<file path="config.mk">
export PLATFORM = sky130hd
export DESIGN_NAME = ula_multiciclo_ctrl_flat
export DESIGN_NICKNAME = d
export VERILOG_FILES = /design/src/rtl/ula_pkg.sv /design/src/rtl/ula_multiciclo_ctrl_if.sv /design/src/rtl/mul_div_iterativo.sv /design/src/rtl/ula_multiciclo_ctrl.sv /design/src/flat_wrapper.sv
export SDC_FILE = /design/constraint.sdc
export NUM_CORES = 1
export LEC_CHECK = 0
export BUFFER_PORTS_ARGS = -buffer_cell sky130_fd_sc_hd__buf_2
export CAP_MARGIN = 25
export CORE_ASPECT_RATIO = 1.2
export CORE_MARGIN = 8
export CORE_UTILIZATION = 55
export CTS_CLUSTER_SIZE = 16
export DETAILED_ROUTE_END_ITERATION = 16
export PLACE_DENSITY = 0.75
export SETUP_SLACK_MARGIN = 0.1
export SLEW_MARGIN = 20
export SYNTH_ARGS = -nofsm -noshare
export SYNTH_HDL_FRONTEND = slang
export SYNTH_SLANG_ARGS = --single-unit
</file>
<file path="constraint.sdc">
create_clock -name clock -period 4.7 [get_ports clock]
set_input_delay 0.47 -clock clock [delete_from_list [all_inputs] [get_ports clock]]
set_output_delay 0.47 -clock clock [all_outputs]
set_load 0.005 [all_outputs]
</file>
<file path="src/rtl/ula_pkg.sv">
// Shared ALU definitions: control codes and multi-cycle sequencer state encoding.
// Latency: n/a (constants and types only).
// Backpressure: n/a.
package ula_pkg;

  localparam logic [3:0] ULA_AND = 4'd0;
  localparam logic [3:0] ULA_OR  = 4'd1;
  localparam logic [3:0] ULA_ADD = 4'd2;
  localparam logic [3:0] ULA_SUB = 4'd3;
  localparam logic [3:0] ULA_MUL = 4'd4;
  localparam logic [3:0] ULA_DIV = 4'd5;
  localparam logic [3:0] ULA_SRL = 4'd6;
  localparam logic [3:0] ULA_SLL = 4'd7;
  localparam logic [3:0] ULA_NOR = 4'd8;
  localparam logic [3:0] ULA_BEQ = 4'd9;
  localparam logic [3:0] ULA_BLT = 4'd10;
  localparam logic [3:0] ULA_BGT = 4'd11;
  localparam logic [3:0] ULA_BNE = 4'd12;
  localparam logic [3:0] ULA_INV = 4'd15;

  typedef enum logic [1:0] {
    IDLE = 2'd0,
    MUL  = 2'd1,
    DIV  = 2'd2,
    DONE = 2'd3
  } state_t;

endpackage

</file>
<file path="src/rtl/ula_multiciclo_ctrl_if.sv">
// Execute-stage <-> multi-cycle ALU sequencer bundle.
// Latency: n/a (wiring only).
// Backpressure: stall from the sequencer holds the execute stage.
interface ula_multiciclo_ctrl_if #(
  parameter int WIDTH  = 32,
  parameter int CTRL_W = 4
);
  logic              start;
  logic [CTRL_W-1:0] sinal_controle;
  logic [WIDTH-1:0]  op_a;
  logic [WIDTH-1:0]  op_b;
  logic              flush;
  logic              stall;
  logic              busy;
  logic              done;
  logic [WIDTH-1:0]  resultado;
  logic              overflow;
  logic              div_zero;

  modport master (
    output start, sinal_controle, op_a, op_b, flush,
    input  stall, busy, done, resultado, overflow, div_zero
  );

  modport slave (
    input  start, sinal_controle, op_a, op_b, flush,
    output stall, busy, done, resultado, overflow, div_zero
  );
endinterface

</file>
<file path="src/rtl/mul_div_iterativo.sv">
// Iterative datapath: shift-add multiply or restoring divide, one bit per step.
// Latency: WIDTH steps after load; next-state values are exposed combinationally.
// Backpressure: none; the controller decides when to load and step.
module mul_div_iterativo #(
  parameter int WIDTH = 32
) (
  input  logic             clock,
  input  logic             reset,
  input  logic             load,
  input  logic             step,
  input  logic             sel_div,
  input  logic [WIDTH-1:0] op_a,
  input  logic [WIDTH-1:0] op_b,
  output logic             last_iter,
  output logic [WIDTH-1:0] hi_nxt,
  output logic [WIDTH-1:0] lo_nxt
);
  localparam int CNT_W = $clog2(WIDTH + 1);

  // hi: product high half / partial remainder; lo: multiplier->product low / dividend->quotient
  logic [WIDTH-1:0] hi_q, lo_q, opnd_q;
  logic [CNT_W-1:0] cnt_q;
  logic [WIDTH:0]   mul_sum, div_rem, div_diff;

  // One iteration of the selected algorithm; the MSB of div_diff is the borrow.
  always_comb begin
    hi_nxt   = hi_q;
    lo_nxt   = lo_q;
    mul_sum  = {1'b0, hi_q} + (lo_q[0] ? {1'b0, opnd_q} : '0);
    div_rem  = {hi_q, lo_q[WIDTH-1]};
    div_diff = div_rem - {1'b0, opnd_q};
    if (sel_div) begin
      if (!div_diff[WIDTH]) begin
        hi_nxt = div_diff[WIDTH-1:0];
        lo_nxt = {lo_q[WIDTH-2:0], 1'b1};
      end else begin
        hi_nxt = div_rem[WIDTH-1:0];
        lo_nxt = {lo_q[WIDTH-2:0], 1'b0};
      end
    end else begin
      hi_nxt = mul_sum[WIDTH:1];
      lo_nxt = {mul_sum[0], lo_q[WIDTH-1:1]};
    end
  end

  // Operand load on accept, then advance one bit per step; counter only moves here.
  always_ff @(posedge clock) begin
    if (reset) begin
      hi_q   <= '0;
      lo_q   <= '0;
      opnd_q <= '0;
      cnt_q  <= '0;
    end else if (load) begin
      hi_q   <= '0;
      lo_q   <= sel_div ? op_a : op_b;
      opnd_q <= sel_div ? op_b : op_a;
      cnt_q  <= CNT_W'(WIDTH);
    end else if (step) begin
      hi_q  <= hi_nxt;
      lo_q  <= lo_nxt;
      cnt_q <= cnt_q - 1'b1;
    end
  end

  assign last_iter = (cnt_q == CNT_W'(1));

endmodule

</file>
<file path="src/rtl/ula_multiciclo_ctrl.sv">
// Sequencer for multi-cycle mul/div beside the single-cycle ALU.
// Latency: done WIDTH+1 cycles after accept (1 cycle for divide by zero).
// Backpressure: stall held from the accept cycle through the last iteration.
module ula_multiciclo_ctrl
  import ula_pkg::*;
#(
  parameter int WIDTH  = 32,
  parameter int CTRL_W = 4
) (
  input logic                  clock,
  input logic                  reset,
  ula_multiciclo_ctrl_if.slave bus
);
  state_t           state_q, state_d;
  logic             is_mul, is_div, div_by_zero, accept;
  logic             load, step, sel_div, last_iter;
  logic [WIDTH-1:0] hi_nxt, lo_nxt;
  logic [WIDTH-1:0] resultado_q;
  logic             overflow_q, div_zero_q;

  assign is_mul      = (bus.sinal_controle == CTRL_W'(ULA_MUL));
  assign is_div      = (bus.sinal_controle == CTRL_W'(ULA_DIV));
  assign div_by_zero = is_div && (bus.op_b == '0);
  assign accept      = (state_q == IDLE) && bus.start && (is_mul || is_div) && !bus.flush;

  // State register.
  always_ff @(posedge clock) begin
    if (reset) state_q <= IDLE;
    else       state_q <= state_d;
  end

  // Next state and datapath controls; flush abandons an iterating op silently.
  always_comb begin
    state_d = state_q;
    load    = 1'b0;
    step    = 1'b0;
    sel_div = (state_q == DIV);
    case (state_q)
      IDLE: begin
        sel_div = is_div;
        if (accept) begin
          if (is_mul) begin
            state_d = MUL;
            load    = 1'b1;
          end else if (div_by_zero) begin
            state_d = DONE;
          end else begin
            state_d = DIV;
            load    = 1'b1;
          end
        end
      end
      MUL, DIV: begin
        step = 1'b1;
        if (bus.flush)      state_d = IDLE;
        else if (last_iter) state_d = DONE;
      end
      DONE:    state_d = IDLE;
      default: state_d = IDLE;
    endcase
  end

  // Result/flag registers: cleared on accept, written on the final iteration only.
  always_ff @(posedge clock) begin
    if (reset) begin
      resultado_q <= '0;
      overflow_q  <= 1'b0;
      div_zero_q  <= 1'b0;
    end else if (accept) begin
      overflow_q <= 1'b0;
      div_zero_q <= div_by_zero;
      if (div_by_zero) resultado_q <= '1;
    end else if (step && last_iter && !bus.flush) begin
      resultado_q <= lo_nxt;
      if (state_q == MUL) overflow_q <= |hi_nxt;
    end
  end

  mul_div_iterativo #(.WIDTH(WIDTH)) u_dp (
    .clock     (clock),
    .reset     (reset),
    .load      (load),
    .step      (step),
    .sel_div   (sel_div),
    .op_a      (bus.op_a),
    .op_b      (bus.op_b),
    .last_iter (last_iter),
    .hi_nxt    (hi_nxt),
    .lo_nxt    (lo_nxt)
  );

  assign bus.busy      = (state_q == MUL) || (state_q == DIV);
  assign bus.stall     = accept || bus.busy;
  assign bus.done      = (state_q == DONE);
  assign bus.resultado = resultado_q;
  assign bus.overflow  = overflow_q;
  assign bus.div_zero  = div_zero_q;

endmodule

</file>
<file path="src/flat_wrapper.sv">
// flat-port wrapper written by rule: the top's interface ports become plain ports
module ula_multiciclo_ctrl_flat import ula_pkg::*;
#(
  parameter int WIDTH  = 32,
  parameter int CTRL_W = 4
)
  (clock, reset, bus_start, bus_sinal_controle, bus_op_a, bus_op_b, bus_flush, bus_stall, bus_busy, bus_done, bus_resultado, bus_overflow, bus_div_zero);
  ula_multiciclo_ctrl_if #(.WIDTH(WIDTH), .CTRL_W(CTRL_W)) bus_i ();
  input logic clock;
  input logic reset;
  input wire logic [$bits(bus_i.start)-1:0] bus_start;
  input wire logic [$bits(bus_i.sinal_controle)-1:0] bus_sinal_controle;
  input wire logic [$bits(bus_i.op_a)-1:0] bus_op_a;
  input wire logic [$bits(bus_i.op_b)-1:0] bus_op_b;
  input wire logic [$bits(bus_i.flush)-1:0] bus_flush;
  output wire logic [$bits(bus_i.stall)-1:0] bus_stall;
  output wire logic [$bits(bus_i.busy)-1:0] bus_busy;
  output wire logic [$bits(bus_i.done)-1:0] bus_done;
  output wire logic [$bits(bus_i.resultado)-1:0] bus_resultado;
  output wire logic [$bits(bus_i.overflow)-1:0] bus_overflow;
  output wire logic [$bits(bus_i.div_zero)-1:0] bus_div_zero;
  assign bus_i.start = bus_start;
  assign bus_i.sinal_controle = bus_sinal_controle;
  assign bus_i.op_a = bus_op_a;
  assign bus_i.op_b = bus_op_b;
  assign bus_i.flush = bus_flush;
  assign bus_stall = bus_i.stall;
  assign bus_busy = bus_i.busy;
  assign bus_done = bus_i.done;
  assign bus_resultado = bus_i.resultado;
  assign bus_overflow = bus_i.overflow;
  assign bus_div_zero = bus_i.div_zero;
  ula_multiciclo_ctrl #(.WIDTH(WIDTH), .CTRL_W(CTRL_W)) u_core (.clock(clock), .reset(reset), .bus(bus_i));
endmodule
</file>
==> results.md <==
- HPWL Detailed: 25.7 mm
- Pins over their slew limit: 0
- CTS sink count: 138
- Power density over the cells: 617 nW/um2
- Largest stage delay, worst path: 0.56 ns
- Gp weighted congestion: 0.949
- Setup crit start kind: flop
- Status: finished clean
- CP Data Required Time: 5.01 ns
- RSZ-0062 raised after global routing: false
- DR iter-0 viols: 1062
- Hold Violations, Final: 0
- Post-layout minimum cycle time: 4.41 ns
- Final Cycle Share: 93.8%
- Clock Latency Late Sink: 0.44 ns
- Worst path bufs/invs: 2
- CP endpoint kind: flop
- CTS tree: done
- Most used cell, CP: or4_1
- Synth Instances: 1485
- CP max FO: 8
- Post-Route M1 WL: 15.0 mm
- Sw Ratio: 46.2%
- Syn Nets: 1630
- First-pass GRT wire length: 54.0 mm
- Root buffer cell: clkbuf_16
- Diodes inserted: 0
- Ys flop type: dfxtp_1
- Wirelength per Cell: 18.8 um
- Synth top area share: 25.5%
- Die Wd: 144 um
- DR vias: 11200
- Min-Delay Path Class: input port to flop
- Pwr Total: 7.58 mW
- Final nets: 1697
- Worst Max-Slew Pin Slew: 1.03 ns
- Yosys warns: 0
- Number of synthesized flops with an enable pin: 0
- Worst EP arrival: 4.72 ns
- Clock buffer count from CTS: 17
- Peak Freq: 227 MHz
- Port bufs: 108
- Max cap viols: 0
- CTS Buffer Depth: 2
- Setup-failing EPs final: 0
- Most frequent cells in the layout: nand2_1, nor2_1, a21oi_1, dfxtp_1, buf_2
- Leading post-synthesis cells by cell area: dfxtp_1, a21oi_1, ha_1, nand2_1, nor2_1
- Internal power: 4.08 mW
- Max VDD drop: 0.328 mV
- Vias per cell: 6.14
- Sw Pwr: 3.50 mW
- Share of cells above drive strength 1: 13.1%
- Slowest-stage cell, CP: or4_4
- Clock power share: 19.5%
- Leading cell type in the layout, fill and taps excluded: nand2_1
- Number of detailed-route iterations in the first pass: 6
- Worst-path clk slew: 0.06 ns
- Synth-to-Final Area Change: 13.1%
- Skew final: 0.00883 ns
- Pleak: 5.25 nW
- Crit-path leading delay family: simple AND/OR/NAND/NOR gates
- Initial Utilization: 55.7%
- Met2 routed WL: 15.3 mm
- Fin util: 63.0%
- Combinational power share: 59.1%
- Final ANT Viol Nets: 0
- Syn_area_per_cell: 7.31 um2
- Uppermost layer routed: met5
- WS Path Type: flop to flop
- Final setup TNS: 0 ns
- DRC viols: 0
- Number of I/O pins: 109
- Pin count of the biggest net entering global routing: 102
- DRT Wirelength: 34.3 mm
- Core ar.: 19500 um2
- Async set-reset flop share out of synthesis: 0%
- Die height: 170 um
- Vias in the first global route: 10400
- #FFs+latches synth: 138
- Setup WS pre-CTS: 0.165 ns
- FP Rows: 56
- Crit path cell chain: inv_1 -> ha_1 -> fa_1 -> nand2b_4 -> a21oi_4 -> o2111ai_4 -> a211oi_4 -> o21ai_1 -> buf_4 -> nand4_1 -> o221ai_2 -> or4_1 -> or4_1 -> or4_4 -> nor4_1 -> a31oi_1
- Part of the power in registers: 21.4%
- Netlist cell types: 78
- Seq/Total Area, Yosys: 25.5%
- Met3 routed WL: 2.54 mm
- Initial antenna violation count: 3
- Die area: 24500 um2
- Aggregate global-route resource usage: 27.6%
- Cell taking the most area after synthesis: dfxtp_1
- Setup WS post-layout: 0.291 ns
- Gr ovfl total: 0
- H-Tree Depth: 4
- Post-synthesis cell area: 10900 um2
- Worst rel slew slack: 31.5%
## tightest hold or removal path: stages
cell and delay [ns]:
buf_2 0.10, nand2_1 0.05, a311oi_1 0.07
## sequential cells by signal, summed over array words and instances (netlist names)
| register | cells |
|---|---|
| u_core.bus.resultado | 32 |
| u_core.u_dp.hi_q | 32 |
| u_core.u_dp.lo_q | 32 |
| u_core.u_dp.opnd_q | 32 |
| u_core.u_dp.cnt_q | 6 |
| u_core.state_q | 2 |
| u_core.bus.div_zero | 1 |
| u_core.bus.overflow | 1 |
## power by group through the flow
stage               sequential [mW]  combinational (mW)  clock, mW
finish                         1.62                4.48       1.48
global route                   1.64                4.91       1.53
floorplan                      1.56                3.26          0
global placement               1.63                4.12          0
detailed placement             1.63                4.16          0
CTS                            1.61                4.21       1.49
## cells in the mapped netlist, drive strengths merged (3+ instances only)
master,instances
nand4,19
a21oi,183
a31oi,8
o221ai,8
a211o,5
mux2,3
xor2,21
dfxtp,138
inv,60
nor4,12
clkbuf,79
xnor2,35
mux2i,63
and2,36
o22ai,3
a311oi,67
or3,6
o21a,10
nor2,207
o31ai,6
o2111ai,7
a22oi,4
a21o,13
and3,10
nor2b,3
or4,5
ha,71
a211oi,16
o21ai,58
o211ai,13
nand3,12
nor3b,4
nand3b,3
nand2b,13
a21boi,6
a221oi,6
buf,14
a31o,3
o21bai,6
nor3,20
nand2,209
## path summary, 6_finish.rpt
check	from	endpoint	slack (ns)	cells past startpoint
worst max register to register	u_core.u_dp.lo_q[31]$_SDFFE_PP0P_	u_core.bus.overflow$_SDFFE_PP0P_	0.29	16
worst max-delay path	u_core.u_dp.lo_q[31]$_SDFFE_PP0P_	u_core.bus.overflow$_SDFFE_PP0P_	0.29	16
worst min-delay path	bus_op_a[20]	u_core.u_dp.opnd_q[20]$_SDFFE_PP0P_	0.30	3
worst min register to register	u_core.bus.div_zero$_SDFFE_PP0P_	u_core.bus.div_zero$_SDFFE_PP0P_	0.45	2
## layer usage
layer  vias to the layer above  GRT usage, %
met3                        90          5.38
met4                         6          13.0
li1                       5456             -
met5                         -             0
met2                       479          42.6
met1                      5176          36.3
## area by class of cell
cell class | instances | area, um2
flip-flops and latches | 138 | 2760
inverters | 61 | 229
repair buffers | 141 | 811
clock buffers | 17 | 425
well taps | 261 | 327
clock inverters | 14 | 211
multi-input cells | 1193 | 7510
fillers | 1837 | 7200
## timing repair
action	CTS	global route
resized for setup	0	9
hold buffers	0	0
setup buffers	0	4
setup endpoints to repair	0	1
## metrics by stage
step	instance area [um2]	hold slack, ns	cells
finish	12300	0.304	1825
global route	12300	0.318	1825
CTS	12200	0.299	1819
detailed placement	11500	0.443	1788
global placement	11500	0.434	1788
floorplan	10900	0.442	1485
## cells by family after synthesis
kind of cell,count (synthesis),share of synthesized area [%]
muxes,66,6.12
xor gates and xnor gates,56,4.52
buffers and inverters,155,6.25
DFF,138,25.5
AOI/OAI and AO/OA,435,26.2
adders and majority gates,73,8.55
and+or+nand+nor,562,22.9
Note: power is estimated with default switching activity, not from simulation.
